--- src/rtl/mem_access_sequencer.sv ---
// External-memory transaction sequencer: SETUP / ACCESS (with wait states) / HOLD per request.
// Optional `MEMSEQ_ACCESS_COUNT_EN adds a saturating completed-transaction counter with clear.
module mem_access_sequencer #(
    parameter int unsigned WAIT_STATES = 2,
    parameter int unsigned ADDR_W      = 16
) (
    input  logic              CLK,
    input  logic              RESET,
    input  logic              req_valid,
    output logic              req_ready,
    input  logic              req_write,
    input  logic [ADDR_W-1:0] req_addr,
    input  logic [7:0]        req_wdata,
    output logic              rsp_valid,
    output logic [7:0]        rsp_rdata,
    output logic [ADDR_W-1:0] MEMADDR,
    output logic [7:0]        MEMDATA_out,
    output logic              MEM_OE_n,
    output logic              MEM_WE_n,
    input  logic [7:0]        MEMDATA_in,
`ifdef MEMSEQ_ACCESS_COUNT_EN
    input  logic              access_count_clr,
    output logic [15:0]       access_count,
`endif
    output logic              MemBridge_Assert,
    output logic              MemBridge_Direction
);

    typedef enum logic [1:0] {
        ST_IDLE,
        ST_SETUP,
        ST_ACCESS,
        ST_HOLD
    } state_e;

    localparam logic [3:0] WAIT_INIT = 4'(WAIT_STATES);

    state_e            state_q;
    logic [3:0]        wait_cnt_q;
    logic              write_q;
    logic              req_ready_q;
    logic              rsp_valid_q;
    logic [7:0]        rsp_rdata_q;
    logic [ADDR_W-1:0] mem_addr_q;
    logic [7:0]        mem_wdata_q;
    logic              mem_oe_n_q;
    logic              mem_we_n_q;
    logic              bridge_assert_q;

    // Every output is computed on the edge that enters the state it belongs to,
    // so the strobes and bridge controls come straight from flops.
    always_ff @(posedge CLK) begin
        // NOTE: sequential state uses non-blocking assignments so every flop samples pre-edge values.
        if (RESET) begin
            state_q         <= ST_IDLE;
            wait_cnt_q      <= 4'd0;
            write_q         <= 1'b0;
            req_ready_q     <= 1'b1;
            rsp_valid_q     <= 1'b0;
            rsp_rdata_q     <= 8'h00;
            mem_addr_q      <= '0;
            mem_wdata_q     <= 8'h00;
            mem_oe_n_q      <= 1'b1;
            mem_we_n_q      <= 1'b1;
            bridge_assert_q <= 1'b0;
        end else begin
            case (state_q)
                ST_IDLE: begin
                    if (req_valid && req_ready_q) begin
                        write_q         <= req_write;
                        mem_addr_q      <= req_addr;
                        mem_wdata_q     <= req_wdata;
                        bridge_assert_q <= req_write;
                        req_ready_q     <= 1'b0;
                        state_q         <= ST_SETUP;
                    end
                end
                ST_SETUP: begin
                    wait_cnt_q      <= WAIT_INIT;
                    bridge_assert_q <= 1'b1;
                    mem_oe_n_q      <= write_q;
                    mem_we_n_q      <= !write_q;
                    state_q         <= ST_ACCESS;
                end
                ST_ACCESS: begin
                    if (wait_cnt_q == 4'd0) begin
                        if (!write_q) begin
                            rsp_rdata_q <= MEMDATA_in;
                        end
                        mem_oe_n_q      <= 1'b1;
                        mem_we_n_q      <= 1'b1;
                        // A read keeps the bridge on in HOLD to present the captured byte.
                        bridge_assert_q <= !write_q;
                        rsp_valid_q     <= 1'b1;
                        state_q         <= ST_HOLD;
                    end else begin
                        wait_cnt_q <= wait_cnt_q - 4'd1;
                    end
                end
                ST_HOLD: begin
                    rsp_valid_q     <= 1'b0;
                    bridge_assert_q <= 1'b0;
                    req_ready_q     <= 1'b1;
                    state_q         <= ST_IDLE;
                end
                default: begin
                    state_q <= ST_IDLE;
                end
            endcase
        end
    end

    assign req_ready           = req_ready_q;
    assign rsp_valid           = rsp_valid_q;
    assign rsp_rdata           = rsp_rdata_q;
    assign MEMADDR             = mem_addr_q;
    assign MEMDATA_out         = mem_wdata_q;
    assign MEM_OE_n            = mem_oe_n_q;
    assign MEM_WE_n            = mem_we_n_q;
    assign MemBridge_Assert    = bridge_assert_q;
    assign MemBridge_Direction = write_q;

`ifdef MEMSEQ_ACCESS_COUNT_EN
    logic [15:0] access_count_q;
    logic [15:0] access_count_d;

    // Clear wins over a same-cycle completion; the count sticks at all-ones.
    always_comb begin
        access_count_d = access_count_q;
        if (access_count_clr) begin
            access_count_d = 16'h0000;
        end else if (rsp_valid_q && (access_count_q != 16'hFFFF)) begin
            access_count_d = access_count_q + 16'd1;
        end
    end

    always_ff @(posedge CLK) begin
        if (RESET) begin
            access_count_q <= 16'h0000;
        end else begin
            access_count_q <= access_count_d;
        end
    end

    assign access_count = access_count_q;
`endif

endmodule

--- config.mk ---
export PLATFORM = sky130hd
export DESIGN_NAME = mem_access_sequencer
export DESIGN_NICKNAME = d
export VERILOG_FILES = /design/src/rtl/mem_access_sequencer.sv
export SDC_FILE = /design/constraint.sdc
export NUM_CORES = 1
export LEC_CHECK = 0
export ABC_AREA = 1
export ABC_CLOCK_PERIOD_IN_PS = 4050
export CORE_ASPECT_RATIO = 1.75
export CORE_MARGIN = 2
export CORE_UTILIZATION = 30
export CTS_CLUSTER_SIZE = 14
export DETAILED_ROUTE_END_ITERATION = 12
export HOLD_SLACK_MARGIN = 0.12
export SLEW_MARGIN = 10
export SYNTH_ARGS = -nofsm -noshare
export SYNTH_HDL_FRONTEND = slang
export SYNTH_SLANG_ARGS = --single-unit
export TNS_END_PERCENT = 30
--- constraint.sdc ---
create_clock -name CLK -period 4.05 [get_ports CLK]
set_clock_uncertainty 0.1 [all_clocks]
set_input_delay 0.81 -clock CLK [delete_from_list [all_inputs] [get_ports CLK]]
set_output_delay 0.81 -clock CLK [all_outputs]
set_load 0.05 [all_outputs]
==> impl_metrics.py, run 1 <==
metrics = {
    "timing": {
        "fin_crit_ps": 2448,
        "drv_slew": 0,
        "rsz0062_at_grt": "false",
        "fin_setup_tns_ps": 0,
        "slew-limit-headroom_pct": 40.40,
        "fin_crit_sh_pct": 60.45,
        "clock.fmax_ghz": 0.4085,
        "setup_viol_count_final": 0,
        "hold_violations": 0,
        "worstMarginPinSlew_ps": 893.9,
    },
    "synth": {
        "ys.warnings.count": 0,
        "synth_area_leaders": "dfxtp_1 (46%), nand2_1 (9.8%), a21oi_2 (8.7%)",
        "avgSynthCellArea_um2": 8.497,
        "synth_area_um2": 1912,
        "synth_cell_types": 22,
        "synth_top_area_share_pct": 46.07,
        "synth_area_leader_cell": "dfxtp_1",
        "ys_ff_latch": 44,
        "syn_inst": 225,
        "ys_seq_area_share_pct": 46.07,
        "synth_nets": 268,
    },
    "clock_tree": {
        "post_cts_buffers": 0,
        "cts_tree": "yes",
        "hold_buffers": 0,
        "clk_pin_slew_worst_paths_ps": 70,
        "insertion_delay_ps": 290,
        "post_cts_resized": 0,
        "htree_levels": 2,
        "cts_made_buffers": 5,
        "clock-sinks": 44,
        "clock_path_buffers": 2,
        "root_buffer": "clkbuf_8",
    },
    "run": {
        "drv_cap": 0,
    },
    "power": {
        "power_uw": 1868,
        "leakage_uw": 0.001010,
        "power.density_nw_per_um2": 683.3,
        "ir_worst_vdd_v": 0.0003219,
    },
    "die": {
        "dieWidth_um": 64.35,
        "io-pin-count": 74,
        "num_rows": 38,
        "initial_core_util_pct": 30.93,
        "core_um2": 6181,
        "die_h_um": 109.6,
        "die-area_um2": 7053,
    },
    "run_status": {
        "status": "finished clean",
    },
    "route": {
        "wl_per_cell_um": 12.06,
        "met1_length_mm": 1.844,
        "firstDrtPassIters": 4,
        "met2_length_mm": 2.298,
        "drc_errors": 0,
        "via_per_inst": 4.421,
        "met3_length_um": 283,
        "vias": 1658,
        "ant_nets": 0,
        "wirelength_mm": 4.523,
        "first_iter_violations": 55,
        "dr.max_layer_used": "met4",
    },
    "layout": {
        "regArea_um2": 880.8,
        "mostFrequentLayoutCell": "clkdlybuf4s50_1",
        "drive_above_1_share_pct": 18.98,
        "finalNetCount": 338,
        "multi_input_area_um2": 875.8,
        "areaGrowthSynthToFinish_pct": 43.00,
        "antenna-diode-count": 0,
        "nFillCells": 640,
        "mostFrequentLayoutCells": "clkdlybuf4s50_1 (72), nand2_1 (50), dfxtp_1 (44)",
    },
    "worst_setup_path": {
        "cp.arrival_ps": 1540,
        "worstPathCellList": "clkdlybuf4s50_1",
        "cp_max_fo": 3,
        "slowest_stage": "clkdlybuf4s50_1",
        "cpLargestDelayFamily": "buffers and inverters",
        "max_stage_delay_ps": 840,
        "cp.required_ps": 3140,
        "cp-start-kind": "flip-flop",
        "critical_path_class": "flip-flop to output port",
        "path_buf_inv": 1,
        "worstSetupEndpointType": "output port",
    },
    "global_routing": {
        "antenna_found_initial": 0,
        "gr-usage-all-layers_pct": 13.62,
        "overflow": 0,
        "grt_max_degree": 38,
        "grt_pass1_vias": 1700,
        "grt_pass1_wl_mm": 7.631,
    },
    "placed_design": {
        "gp_congestion": 0.8062,
        "port-buffer-count": 73,
        "dpl.hpwl_mm": 3.248,
    },
    "worst_hold_path": {
        "hold_path_class": "flip-flop to flip-flop",
    },
}
-- cells by family after synthesis --
family | after synthesis | share of synthesized area [%]
buffers and inverters | 28 | 8.115
and+or+nand+nor | 98 | 24.74
DFF | 44 | 46.07
adders and majority gates | 7 | 4.581
AOI/OAI and AO/OA | 48 | 16.49
-- flip-flops by register name (all words and copies together), names as in the netlist --
register	count
MEMDATA_out	8
state_q	2
wait_cnt_q	4
MemBridge_Direction	1
MEM_WE_n	1
rsp_valid	1
MEM_OE_n	1
MEMADDR	16
rsp_rdata	8
req_ready	1
MemBridge_Assert	1
-- final timing paths --
kind	startpoint	end	slack, ps	cells after the start
min reg2reg	wait_cnt_q[0]$_SDFFE_PP0P_	wait_cnt_q[0]$_SDFFE_PP0P_	350	1
min	wait_cnt_q[0]$_SDFFE_PP0P_	wait_cnt_q[0]$_SDFFE_PP0P_	350	1
max reg2reg	state_q[0]$_SDFFE_PP0P_	MEMDATA_out[3]$_SDFFE_PP0P_	2210	6
max	req_ready$_SDFFE_PP1P_	req_ready	1600	1
-- metal layers --
metal	up-vias	track usage [%]
met4	0	6.687
met3	8	3.787
met2	60	23.36
li1	857	-
met5	-	0
met1	733	15.41
-- where the power goes --
group | switching, µW | total (µW) | internal, µW
Clock | 147 | 264 | 117
Combinational | 663 | 993 | 330
Sequential | 68.7 | 611 | 542
Total | 879 | 1870 | 989
-- cells in the mapped netlist, drive strengths merged --
master  number
or2          1
a21oi       40
nand3       14
nor3         2
dfxtp       44
nor2         7
o21ai        8
buf         10
nand4        1
ha           7
inv         18
nand2       73
-- metrics by stage --
stage | instance area, µm² | util (%) | hold slack [ps] | worst slack, ps | instances
final | 2734 | 44.23 | 354.9 | 1602 | 375
after global routing | 2734 | 44.23 | 373.0 | 1545 | 375
after CTS | 2734 | 44.23 | 362.1 | 1590 | 375
after detailed placement | 2653 | 42.92 | 349.3 | 1556 | 368
after global placement | 2653 | 42.92 | 349.2 | 1601 | 368
after floorplan | 1912 | - | 326.1 | 2475 | 225
-- layout make-up --
class	instances	area share, %
inverter	18	2.563
clock inverter	2	0.4577
multi-input combinational	153	32.04
timing repair buffer	73	26.54
tap	80	3.661
clock buffer	5	2.517
sequential	44	32.22
(Power assumes the default switching activity.)
==> run 2, diff against run 1 <==
ABC_CLOCK_PERIOD_IN_PS = 2200   (was 4050)
clock period = 2.2 ns   (was 4.05 ns; I/O delays follow)
==> run 2 against run 1 <==
Against the previous run:
- worst setup slack got worse by 1500 ps
- first-iteration DRC count fell by 49%
- critical path depth did not move
- global-route usage fell by 0.59 points
- flip-flop and latch count did not move
- non-clock buffer count rose by 2
- clock-buffer cell count rose by 2
- sequential power rose by 83%
- critical path type unchanged
- largest cell class unchanged
==> impl_metrics.py, run 2 (synthesis gave the netlist of run 1 again) <==
metrics = {
    "run_status": {
        "status": "finished clean",
    },
    "die": {
        "initial_core_util_pct": 30.93,
        "die_h_um": 109.6,
        "dieWidth_um": 64.35,
        "core_um2": 6181,
        "io-pin-count": 74,
        "num_rows": 38,
        "die-area_um2": 7053,
    },
    "worst_setup_path": {
        "ff2ff_setup_slack_ps": 530,
        "cp.arrival_ps": 1550,
        "reg2reg_depth": 7,
        "reg2reg_to": "rsp_rdata[0]$_SDFFE_PP0P_",
        "cpLargestDelayFamily": "buffers and inverters",
        "cp.required_ps": 1660,
        "critical_path_class": "flip-flop to output port",
        "max_stage_delay_ps": 830,
        "worstSetupEndpointType": "output port",
        "worstPathCellList": "clkdlybuf4s50_1",
        "cp-start-kind": "flip-flop",
        "r2r-start": "state_q[0]$_SDFFE_PP0P_",
        "cp_max_fo": 3,
        "slowest_stage": "clkdlybuf4s50_1",
        "path_buf_inv": 1,
    },
    "clock_tree": {
        "insertion_delay_ps": 290,
        "clock_path_buffers": 2,
        "hold_buffers": 0,
        "post_cts_buffers": 0,
        "clk_pin_slew_worst_paths_ps": 80,
        "cts_tree": "yes",
        "clock-sinks": 44,
        "post_cts_resized": 0,
        "root_buffer": "clkbuf_8",
        "cts_made_buffers": 5,
        "htree_levels": 2,
    },
    "layout": {
        "layout.cells.non_filler": 378,
        "largest_reg_flops": 16,
        "drive_above_1_share_pct": 19.46,
        "nFillCells": 630,
        "mostFrequentLayoutCells": "clkdlybuf4s50_1 (72), nand2_1 (50), dfxtp_1 (44)",
        "multi_input_area_um2": 875.8,
        "mostFrequentLayoutCell": "clkdlybuf4s50_1",
        "antenna-diode-count": 0,
        "finalNetCount": 340,
        "areaGrowthSynthToFinish_pct": 44.44,
        "regArea_um2": 880.8,
        "postLayoutCoreUtil_pct": 44.68,
    },
    "timing": {
        "clock.fmax_ghz": 0.4793,
        "hold_violations": 0,
        "holdWs_ps": 323.5,
        "fin_setup_tns_ps": 0,
        "setup_viol_count_final": 0,
        "fin_crit_ps": 2086,
        "worstMarginPinSlew_ps": 526.7,
        "fin_crit_sh_pct": 94.83,
        "slew-limit-headroom_pct": 64.78,
        "rsz0062_at_grt": "false",
        "drv_slew": 0,
    },
    "power": {
        "power.density_nw_per_um2": 1265,
        "leakage_uw": 0.001024,
        "ir_worst_vdd_v": 0.0005611,
    },
    "route": {
        "wl_per_cell_um": 11.98,
        "first_iter_violations": 28,
        "firstDrtPassIters": 4,
        "via_per_inst": 4.463,
        "ant_nets": 0,
        "vias": 1687,
        "drc_errors": 0,
        "wirelength_mm": 4.528,
    },
    "global_routing": {
        "antenna_found_initial": 0,
        "grt_pass1_vias": 1654,
        "grt_max_degree": 30,
        "grt_pass1_wl_mm": 7.272,
        "overflow": 0,
        "gr-usage-all-layers_pct": 13.02,
    },
    "run": {
        "drv_cap": 0,
    },
    "placed_design": {
        "dpl.hpwl_mm": 3.300,
        "gp_congestion": 0.7070,
        "place_inst": 370,
        "port-buffer-count": 73,
    },
    "worst_hold_path": {
        "hold_path_class": "input pin to flip-flop",
        "whs_path_depth": 2,
        "min_to": "state_q[1]$_SDFFE_PP0P_",
        "worstHoldStart": "RESET",
    },
}
==> run 2: stage by stage <==
step	power [µW]	setup WS [ps]	instance area (µm²)
floorplan	2530	746.3	1912
global placement	2987	287.7	2668
detailed placement	2995	269.1	2668
CTS	3540	101.0	2761
global route	3730	90.07	2761
finish	3492	113.8	2761
==> run 2: cell type report <==
type,count,area share (%)
clock buffer,7,3.126
clock inverter,1,0.2719
inverter,18,2.537
multi-input combinational,153,31.72
sequential,44,31.90
tap,80,3.625
timing repair buffer,75,26.82
==> run 2: metal layers <==
metal	wire length (µm)	part of all wire, %	global-route usage (%)	vias to the layer above
met1	1828	40	14.80	761
met5	0	0	0	-
met3	294	6.5	3.582	5
li1	-	-	-	866
met2	2342	52	23.21	55
met4	63	1.4	4.559	0
==> run 2: worst max path at each step <==
| stage | startpoint | endpoint | slack [ps] | cells after the start |
|---|---|---|---|---|
| 2_1_floorplan | req_ready$_SDFFE_PP1P_ | MEMADDR[6]$_SDFFE_PP0P_ | 750 | 5 |
| 3_3_place_gp | req_valid | MEMDATA_out[1]$_SDFFE_PP0P_ | 290 | 5 |
| 3_5_place_dp | req_valid | MEMDATA_out[1]$_SDFFE_PP0P_ | 270 | 5 |
| 4_1_cts | req_ready$_SDFFE_PP1P_ | req_ready | 100 | 1 |
| 5_1_grt | req_ready$_SDFFE_PP1P_ | req_ready | 90 | 1 |
| 6_report | req_ready$_SDFFE_PP1P_ | req_ready | 110 | 1 |
==> run 2: where the power goes <==
| group | internal, µW | total [µW] | switching (µW) |
|---|---|---|---|
| clock | 255 | 530 | 274 |
| sequential | 998 | 1120 | 121 |
| combinational | 617 | 1840 | 1230 |
==> run 2: worst register-to-register path, stage by stage, from the launching register on <==
cell     delay (ps)
dfxtp_1         330
inv_1           120
ha_1            190
inv_1           100
nor2_4          260
nand2_1         250
nand2_1         120
a21oi_1          60
==> run 3, diff against run 2 <==
CORE_UTILIZATION = 39   (was 30)
HOLD_SLACK_MARGIN = 0.08   (was 0.12)
PLACE_DENSITY = 0.75   (was not set)
==> run 3 against run 2 <==
Against the previous run:
- critical path depth unchanged
- sequential share of layout area increased by 0.42 points
- core utilization increased by 13 points
- total power decreased by 1.6%
- critical endpoint unchanged
- largest cell class unchanged
- highest routed layer unchanged
==> impl_metrics.py, run 3 (synthesis gave the netlist of run 1 again) <==
metrics = {
    "run_status": {
        "status": "finished clean",
    },
    "worst_setup_path": {
        "worstPathCellList": "clkdlybuf4s50_1",
        "cpLargestDelayFamily": "buffers and inverters",
        "max_stage_delay_ps": 830,
        "path_buf_inv": 1,
        "critical_path_class": "flip-flop to output port",
        "worstSetupEndpointType": "output port",
        "cp-start-kind": "flip-flop",
        "cp.required_ps": 1660,
        "cp.arrival_ps": 1530,
        "slowest_stage": "clkdlybuf4s50_1",
        "cp_max_fo": 3,
    },
    "timing": {
        "fin_setup_tns_ps": 0,
        "rsz0062_at_grt": "false",
        "holdWs_ps": 360.2,
        "worstMarginPinSlew_ps": 512.7,
        "setup_viol_count_final": 0,
        "hold_violations": 0,
        "clock.fmax_ghz": 0.4832,
        "fin_crit_sh_pct": 94.08,
        "drv_slew": 0,
        "slew-limit-headroom_pct": 65.71,
        "fin_crit_ps": 2070,
    },
    "route": {
        "via_per_inst": 4.752,
        "vias": 1668,
        "dr.max_layer_used": "met4",
        "drc_errors": 0,
        "firstDrtPassIters": 4,
        "wirelength_mm": 4.138,
        "wl_per_cell_um": 11.79,
        "first_iter_violations": 29,
        "met2_length_mm": 2.106,
        "met3_length_um": 258,
        "met1_length_mm": 1.710,
        "ant_nets": 0,
    },
    "layout": {
        "regArea_um2": 880.8,
        "postLayoutCoreUtil_pct": 57.89,
        "multi_input_area_um2": 875.8,
        "nFillCells": 443,
        "finalNetCount": 341,
        "antenna-diode-count": 0,
        "areaGrowthSynthToFinish_pct": 42.54,
        "mostFrequentLayoutCells": "clkdlybuf4s50_1 (72), nand2_1 (50), dfxtp_1 (44)",
        "largest_reg_flops": 16,
        "drive_above_1_share_pct": 19.40,
        "mostFrequentLayoutCell": "clkdlybuf4s50_1",
    },
    "power": {
        "power_switching_uw": 1592,
        "power.density_nw_per_um2": 1261,
        "ir_worst_vdd_v": 0.0009189,
        "comb_power_share_pct": 53.1,
        "sw_frac_of_total_pct": 46.35,
        "clock_power_share_pct": 14.3,
        "p_int_uw": 1844,
        "seqPwrFrac_pct": 32.6,
        "leakage_uw": 0.001027,
    },
    "clock_tree": {
        "cts_tree": "yes",
        "insertion_delay_ps": 290,
        "post_cts_buffers": 0,
        "cts_made_buffers": 5,
        "root_buffer": "clkbuf_8",
        "post_cts_resized": 0,
        "htree_levels": 2,
        "clk_pin_slew_worst_paths_ps": 80,
        "clock-sinks": 44,
        "clock_path_buffers": 2,
        "hold_buffers": 0,
    },
    "global_routing": {
        "grt_max_degree": 26,
        "gr-usage-all-layers_pct": 15.63,
        "grt_pass1_wl_mm": 7.044,
        "antenna_found_initial": 0,
        "overflow": 0,
        "grt_pass1_vias": 1659,
    },
    "die": {
        "io-pin-count": 74,
        "dieWidth_um": 56.93,
        "initial_core_util_pct": 40.62,
        "die-area_um2": 5500,
        "core_um2": 4707,
        "num_rows": 33,
        "die_h_um": 96.62,
    },
    "run": {
        "drv_cap": 0,
    },
    "placed_design": {
        "gp_congestion": 0.7761,
        "port-buffer-count": 73,
        "dpl.hpwl_mm": 3.088,
    },
    "worst_hold_path": {
        "hold_path_class": "flip-flop to flip-flop",
    },
}
-- run 3: changes by cell type in the layout (fill, tap and decap cells not counted), sizes merged --
| cell | change |
|---|---|
| clkinv | +1 |
| buf | +1 |
| clkinvlp | -1 |
-- run 3: metal layers --
| layer | global-route usage, % | vias up |
|---|---|---|
| li1 | - | 868 |
| met1 | 17.86 | 742 |
| met2 | 27.32 | 52 |
| met5 | 0 | - |
| met3 | 4.144 | 6 |
| met4 | 5.367 | 0 |
-- run 3: per-stage QoR --
stage	cells	area [µm²]	setup WS, ps	power, µW
5_1_grt	351	2725	105.6	3677
6_report	351	2725	130.3	3436
2_1_floorplan	225	1912	746.3	2530
3_3_place_gp	343	2640	318.8	2963
3_5_place_dp	343	2640	268.6	2983
4_1_cts	351	2725	122.0	3479
-- run 3: path summary, 6_finish.rpt --
kind / cells after the start / slack (ps) / end / from
setup / recovery: 1 / 130 / req_ready / req_ready$_SDFFE_PP1P_
hold / removal: 2 / 360 / rsp_rdata[4]$_SDFFE_PP0P_ / rsp_rdata[4]$_SDFFE_PP0P_
hold reg to reg: 2 / 360 / rsp_rdata[4]$_SDFFE_PP0P_ / rsp_rdata[4]$_SDFFE_PP0P_
setup reg to reg: 6 / 560 / MEMDATA_out[4]$_SDFFE_PP0P_ / state_q[0]$_SDFFE_PP0P_
-- run 3: cell type report --
type                            count  share of cell area [%]
Clock inverter                      1                  0.3214
Tap cell                           52                   2.388
Clock buffer                        7                   2.801
Multi-Input combinational cell    153                   32.14
Timing Repair Buffer               76                   27.46
Sequential cell                    44                   32.32
Inverter                           18                   2.571
-- run 3: power by group through the flow --
stage | registers (µW) | logic [µW] | clock network, µW
global placement | 1130 | 1830 | 0
floorplan | 1660 | 870 | 0
CTS | 1120 | 1850 | 507
global route | 1150 | 1990 | 536
finish | 1120 | 1820 | 491
detailed placement | 1140 | 1850 | 0
